--- config.mk ---
export PLATFORM = sky130hd
export DESIGN_NAME = cuckoo_match_collector
export DESIGN_NICKNAME = d
export VERILOG_FILES = /design/src/rtl/cuckoo_match_collector.sv
export SDC_FILE = /design/constraint.sdc
export NUM_CORES = 1
export LEC_CHECK = 0
export ABC_CLOCK_PERIOD_IN_PS = 5400
export CAP_MARGIN = 20
export CORE_MARGIN = 4
export CORE_UTILIZATION = 30
export DETAILED_ROUTE_END_ITERATION = 7
export GPL_TIMING_DRIVEN = 0
export SYNTH_ARGS = -nofsm -noshare
export SYNTH_HDL_FRONTEND = slang
export SYNTH_SLANG_ARGS = --single-unit
--- constraint.sdc ---
create_clock -name clk -period 5.4 [get_ports clk]
set_input_delay 1.08 -clock clk [delete_from_list [all_inputs] [get_ports clk]]
set_output_delay 1.08 -clock clk [all_outputs]
set_load 0.02 [all_outputs]
--- src/rtl/cuckoo_match_collector.sv ---
// Realigns cuckoo lookup hits with packet framing, formats match records and
// buffers them in a first-word-fall-through FIFO toward the rule-report logic.
module cuckoo_match_collector #(
    parameter int LAT        = 4,
    parameter int DEPTH      = 16,
    parameter int DEPTH_LOG2 = 4
) (
    input  logic        clk,
    input  logic        rst,
    input  logic        byte_valid,
    input  logic        byte_sop,
    input  logic        byte_eop,
    input  logic [1:0]  compare_out,
    input  logic [1:0]  suffix,
    input  logic [1:0]  compare_out_nocase,
    input  logic [1:0]  suffix_nocase,
    output logic [31:0] m_data,
    output logic        m_valid,
    input  logic        m_ready,
    input  logic        clear_stats,
    output logic        overflow,
    output logic        proto_err,
    output logic [15:0] drop_count
);

    typedef enum logic {IDLE = 1'b0, IN_PKT = 1'b1} state_t;

    localparam logic [DEPTH_LOG2:0]   FULL_COUNT = (DEPTH_LOG2 + 1)'(DEPTH);
    localparam logic [DEPTH_LOG2:0]   COUNT_ONE  = (DEPTH_LOG2 + 1)'(1);
    localparam logic [DEPTH_LOG2-1:0] PTR_ONE    = (DEPTH_LOG2)'(1);

    state_t            state;
    logic [2:0]        dly [LAT];
    logic              a_valid, a_sop, a_eop;
    logic [6:0]        pkt_id, cur_pkt_id;
    logic              seen_sop;
    logic [15:0]       offset, cur_offset;
    logic [3:0]        hits;
    logic [31:0]       record;
    logic              accept, bad_frame, push, pop, full, write, drop;
    logic [31:0]       mem [DEPTH];
    logic [DEPTH_LOG2-1:0] wr_ptr, rd_ptr;
    logic [DEPTH_LOG2:0]   count;

    // Framing travels alongside the lookup pipeline so it lands with its compare result.
    always_ff @(posedge clk or posedge rst) begin
        if (rst) begin
            for (int i = 0; i < LAT; i++) dly[i] <= 3'b000;
        end else begin
            dly[0] <= {byte_valid, byte_sop, byte_eop};
            for (int i = 1; i < LAT; i++) dly[i] <= dly[i-1];
        end
    end

    assign a_valid = dly[LAT-1][2];
    assign a_sop   = dly[LAT-1][1];
    assign a_eop   = dly[LAT-1][0];

    assign hits       = {compare_out_nocase, compare_out};
    assign accept     = a_valid && (state == IN_PKT || a_sop);
    assign bad_frame  = a_valid && ((state == IN_PKT) ? a_sop : !a_sop);
    assign cur_pkt_id = a_sop ? (seen_sop ? pkt_id + 7'd1 : 7'd0) : pkt_id;
    assign cur_offset = a_sop ? 16'd0 : ((offset == 16'hFFFF) ? offset : offset + 16'd1);
    assign record     = {a_eop, cur_pkt_id, hits, suffix_nocase, suffix, cur_offset};
    assign push       = accept && ((|hits) || a_eop);

    assign m_valid = (count != '0);
    assign m_data  = m_valid ? mem[rd_ptr] : 32'd0;
    assign pop     = m_valid && m_ready;
    assign full    = (count == FULL_COUNT);
    assign write   = push && (!full || pop);
    assign drop    = push && full && !pop;

    always_ff @(posedge clk or posedge rst) begin
        if (rst) begin
            state      <= IDLE;
            pkt_id     <= 7'd0;
            seen_sop   <= 1'b0;
            offset     <= 16'd0;
            overflow   <= 1'b0;
            proto_err  <= 1'b0;
            drop_count <= 16'd0;
        end else begin
            if (accept) begin
                state  <= a_eop ? IDLE : IN_PKT;
                pkt_id <= cur_pkt_id;
                offset <= cur_offset;
                if (a_sop) seen_sop <= 1'b1;
            end
            // A drop or error in the clearing cycle still gets recorded.
            if (clear_stats) begin
                overflow   <= drop;
                proto_err  <= bad_frame;
                drop_count <= drop ? 16'd1 : 16'd0;
            end else begin
                if (drop) begin
                    overflow <= 1'b1;
                    if (drop_count != 16'hFFFF) drop_count <= drop_count + 16'd1;
                end
                if (bad_frame) proto_err <= 1'b1;
            end
        end
    end

    always_ff @(posedge clk or posedge rst) begin
        if (rst) begin
            wr_ptr <= '0;
            rd_ptr <= '0;
            count  <= '0;
        end else begin
            if (write) wr_ptr <= wr_ptr + PTR_ONE;
            if (pop)   rd_ptr <= rd_ptr + PTR_ONE;
            if (write && !pop)      count <= count + COUNT_ONE;
            else if (pop && !write) count <= count - COUNT_ONE;
        end
    end

    always_ff @(posedge clk) begin
        if (write) mem[wr_ptr] <= record;
    end

endmodule

# --- After elaboration in Yosys (flattened, before gate mapping) ---
# Memories as Yosys holds them, arrays and structs flattened.
# Cells that the tools add are included.
totals:
  inputBits: 15
  ramBits: 512
  n_memories: 1
  reg_bits: 68
  wordCells: 68
op_classes:
  n_reduce_logical: 24
  n_eq_ne: 3
  addsub: 7
  mux: 19
mem_list:
  columns: ["name", "depth", "word_bits", "read_ports", "rd_ports_with_merged_regs", "write_ports", "line_no", "rtl"]
  rows:
  - ["mem", 16, 32, 1, 0, 1, "41", "logic [31:0] mem [DEPTH];"]
ops:
  columns: ["operator", "count"]
  rows:
  - ["16-bit two-way mux", 5]
  - ["16-bit by 1-bit adder with 16-bit output (second input constant)", 2]
  - ["32-bit two-way mux", 1]
  - ["16-bit equality test (second input constant)", 1]
  - ["16-bit inequality test (second input constant)", 1]
  - ["7-bit two-way mux", 2]
  - ["5-bit two-way mux", 2]
  - ["1-bit logical AND", 9]
  - ["1-bit two-way mux", 9]
  - ["4-bit by 1-bit adder with 4-bit output (second input constant)", 2]
  - ["2-bit nonzero test", 4]
  - ["7-bit by 1-bit adder with 7-bit output (second input constant)", 1]
  - ["5-bit by 1-bit adder with 5-bit output (second input constant)", 1]
  - ["5-bit equality test (second input constant)", 1]
  - ["5-bit nonzero test", 1]
  - ["5-bit by 1-bit subtractor with 5-bit output (second input constant)", 1]
  - ["1-bit zero test", 4]
  - ["2-bit AND reduction", 2]
  - ["4-bit OR reduction", 1]
  - ["1-bit logical OR", 3]

# --- Depth between registers and ports, before layout ---
depth:
  word_depth: 8
  mapped_depth: 15

# --- Worst setup path before layout ---
# No wires, ideal clock.
synth_timing:
  path_type: "input to register"
  startpoint: "in compare_out[1]"
  endpoint: "mem mem[12][0], enable pin"
  arrival_time_ps: 3264
  setup_time_ps: 421
  t_required_ps: 4979
  path_buffers: 1
  path_stages: 6
  slack_ps: 1715
  path_cell_list: "nor3_1 a21oi_2 nor2b_1 buf_2 nand3_1 nor2_1"
synth_via:
  elab_chain_cells: 6
synth_rtl:
  columns: ["element", "line_no", "rtl"]
  rows:
  - ["start, declared", "13", "input logic [1:0] compare_out,"]
  - ["4-bit OR reduction", "65", "assign push = accept && ((|hits) || a_eop);"]
  - ["1-bit logical OR", "65", null]
  - ["1-bit logical AND", "65", null]
  - ["1-bit logical AND", "71", "assign write = push && (!full || pop);"]
  - ["net write", "40", "logic accept, bad_frame, push, pop, full, write, drop;"]
  - ["1-bit two-way mux", "119", "if (write) mem[wr_ptr] <= record;"]
  - ["1-bit two-way mux (implied by the code)", "119", null]
  - ["end, declared", "41", null]
# The timed path passes the listed nets, and every way through them passes these cells.

# --- Final worst setup path ---
layout_timing:
  startpoint: "reg rd_ptr[3]"
  endpoint: "out m_data[31]"
layout_via:
  elab_chain_cells: 2
layout_rtl:
  columns: ["element", "line_no", "rtl"]
  rows:
  - ["start, declared", "42", "logic [DEPTH_LOG2-1:0] wr_ptr, rd_ptr;"]
  - ["start signal, assigned", "112", "if (pop) rd_ptr <= rd_ptr + PTR_ONE;"]
  - ["memory 16 x 32 bit", null, null]
  - ["32-bit two-way mux", "68", "assign m_data = m_valid ? mem[rd_ptr] : 32'd0;"]
  - ["end, declared", "17", "output logic [31:0] m_data,"]
# Every way passes these cells.

==> impl_metrics.ini <==
[placed_design]
placed_area_sq_mm = 0.0254
hpwl_mm = 33.3
io_buffers = 64
place_congestion = 0.779

[worst_hold_path]
min_path_cells = 0
hold_class = reg2reg
hold_start = dly[4]

[power_and_ir_drop]
switchingPower_mw = 4.26
ir_drop_v = 0.000306
p_int_mw = 9.26
power_frac_seq_pct = 40.0
p_leak_nw = 9.02
p_comb_share_pct = 31.5
p_sw_share_pct = 31.5
pwr-share-clk_pct = 28.5
p_per_area_mw_per_mm2 = 495

[worst_setup_path]
startpoint_type = flip-flop
r2r-start = a_sop
startpoint = rd_ptr[3]
path_cells = clkbuf_1 -> clkbuf_1 -> mux2i_1 -> o22ai_1 -> clkdlybuf4s50_1
cp_max_fo = 10
cp_common_cell = clkbuf_1
worstSetupEndpointType = primary output
ff2ff_path_depth = 10
timing.critical_path.required_ns = 4.32
crit_slowest_cell = clkbuf_1
worstSetupPathType = reg2out
cpPeakStageDelay_ns = 0.92
arrival_ns = 4.02

[drt]
drt_pass1_iterations = 5
wl_per_cell_microns = 22.5
drt-total-wl_mm = 54.5
drc_errors = 0
drtIter0Drc = 1103
ant_nets = 0
viasPerCell = 4.89
vias = 11900

[die]
die_area_sq_mm = 0.0813
core_region_area_sq_mm = 0.0761
rows = 101
die-width_microns = 285
die_y_microns = 285
initial_utilization_pct = 30.3
pin_count = 66

[yosys]
synth_area_sq_mm = 0.0230
yosysWarningCount = 0
yosysMostFrequentCell = edfxtp_1
synth-adder-area-share_pct = 0.793
synth_cell_types = 55
async_flop_share_pct = 11.7
synthSimpleGateAreaFrac_pct = 3.82
synthTopCellsByCount = 512 x edfxtp_1, 128 x mux4_2, 68 x dfrtp_1
synth_flop_cell = edfxtp_1
postSynthCellCount = 1192
synth_area_leaders = edfxtp_1 67%, mux4_2 13%, dfrtp_1 7.4%
muxShareOfSynthArea_pct = 15.6
synth.largest_area_cell = edfxtp_1
synth-compound-area-share_pct = 3.43
syn-num-nets = 1221
synth-edff-count = 512
ys_seq_elements = 580
yosysSeqAreaShare_pct = 74.1
synthXorXnorAreaFrac_pct = 0.874
syn_avg_cell_area_sq_um = 19.3
synth_top_area_share_pct = 66.7
synth_top_family_by_area = multiplexers

[cells_and_area]
n_fill_cell = 7094
nets = 1376
diodes = 0
post-route-util_pct = 35.9
fin_area_sq_mm = 0.0273
drive_gt1_share_pct = 20.6
syn2layout_area_growth_pct = 18.5

[sta]
finalHoldViolCount = 0
worst_pin_slew_ns = 1.16
clock.fmax_mhz = 196
max_slew_margin_pct = 22.9
clock_skew_ns = 0.0342
fin_worst_hold_slack_ns = 0.345
fin_crit_sh_pct = 94.4
rsz0062_at_grt = no
fin_crit_ns = 5.10
setup_violations = 0
drv_slew = 0

[global_routing]
antenna_found_initial = 0
grt_max_degree = 39
track_usage_pct = 13.3
grt_pass1_wl_mm = 80.8
overflow = 0
grt_pass1_vias = 12400

[cts]
clk_path_buf_depth = 3
clock-sinks = 580
clock_latency_ns = 0.63
cts_buffers = 59
ctsResizeCount = 0
h-tree-depth = 2
clkSlewWorstSetupHoldPaths_ns = 0.06
cts_tree = yes
cts_root_buf = clkbuf_16
ctsHoldBuffers = 0
cts_setup_buffers = 0

[run_status]
outcome = complete, no violations

[job]
drv_cap = 0
## metal layers
metal,global-route usage (%),wire length (microns)
met5,0,0
met4,2.72,770
met3,2.85,3710
met2,21.6,26000
met1,18.4,24000
## worst paths after layout
| kind | to | slack [ns] |
|---|---|---|
| worst max-delay path | m_data[31] | 0.30 |
| worst min-delay path | a_sop | 0.35 |
| worst max register to register | mem[12][3] | 1.54 |
| worst min register to register | a_sop | 0.35 |
| max in group asynchronous | pkt_id[6] | 4.00 |
| min in group asynchronous | dly[11] | 0.83 |
## cell type report
| cell class | instances | area (sq um) | share of cell area (%) |
|---|---|---|---|
| flip-flops and latches | 580 | 17100 | 62.5 |
| multi-input cells | 531 | 5700 | 20.8 |
| clock buffers | 74 | 1530 | 5.61 |
| well taps | 1030 | 1290 | 4.72 |
| repair buffers | 94 | 1110 | 4.08 |
| clock inverters | 35 | 282 | 1.03 |
| plain buffers | 61 | 255 | 0.934 |
| inverters | 20 | 77.6 | 0.284 |
## registers in the layout, indices dropped and copies added (netlist names), 4 cells and up
register and cells:
dly 9, wr_ptr 4, offset 16, drop_count 16, pkt_id 7, rd_ptr 4, count 5, mem 512
## power by group through the flow
stage	clock [mW]	combinational (mW)	sequential, mW
floorplan	0	2.64	5.47
finish	3.85	4.26	5.40
CTS	3.94	4.36	5.41
detailed placement	0	4.35	5.50
global placement	0	4.20	5.50
global route	4.13	4.59	5.43
## cell families (layout without fill, tap and decap cells)
| logic type | after synthesis | count (layout) |
|---|---|---|
| adder cells (fa/ha/maj) | 14 | 14 |
| AND/OR/NAND/NOR | 170 | 170 |
| multiplexers | 198 | 198 |
| buffers and inverters | 81 | 284 |
| AO/OA/AOI/OAI | 126 | 126 |
| flip-flops | 580 | 580 |
| XOR/XNOR | 23 | 23 |
## critical path, delay by kind of cell (launching register included)
kind | cells | cell delay (ns)
multiplexers | 1 | 0.27
buffers and inverters | 3 | 2.27
flip-flops | 1 | 0.38
AO/OA/AOI/OAI | 1 | 0.48
## layout by cell type (no fill, tap or decap), types with 7 or more instances in the layout
master and count:
clkbuf_16 59, a21oi_1 29, nand4_1 12, nand3_1 18, clkinv_1 14, xor2_1 10
o21ai_0 25, buf_2 18, nor2_1 31, dfrtp_1 68, inv_1 19, mux2i_1 66
ha_1 13, and2_2 12, nand2_1 43, clkbuf_1 53, o31ai_1 7, edfxtp_1 512
xnor2_1 13, nor3_1 7, clkinv_2 13, o22ai_1 33, or3_1 10, buf_12 17
mux4_2 128, clkdlybuf4s50_1 64
## stage by stage
step                      std cells  power [mW]  TNS (ns)  setup WS, ns
after global placement         2286        9.71   -145.99         -1.19
after detailed placement       2310        9.84         0         0.756
after CTS                      2419        13.7         0         0.308
after global routing           2425        14.1         0         0.210
final                          2425        13.5         0         0.302
after floorplan                1192        8.11         0          1.72
Power figures use the tool's default switching activity.
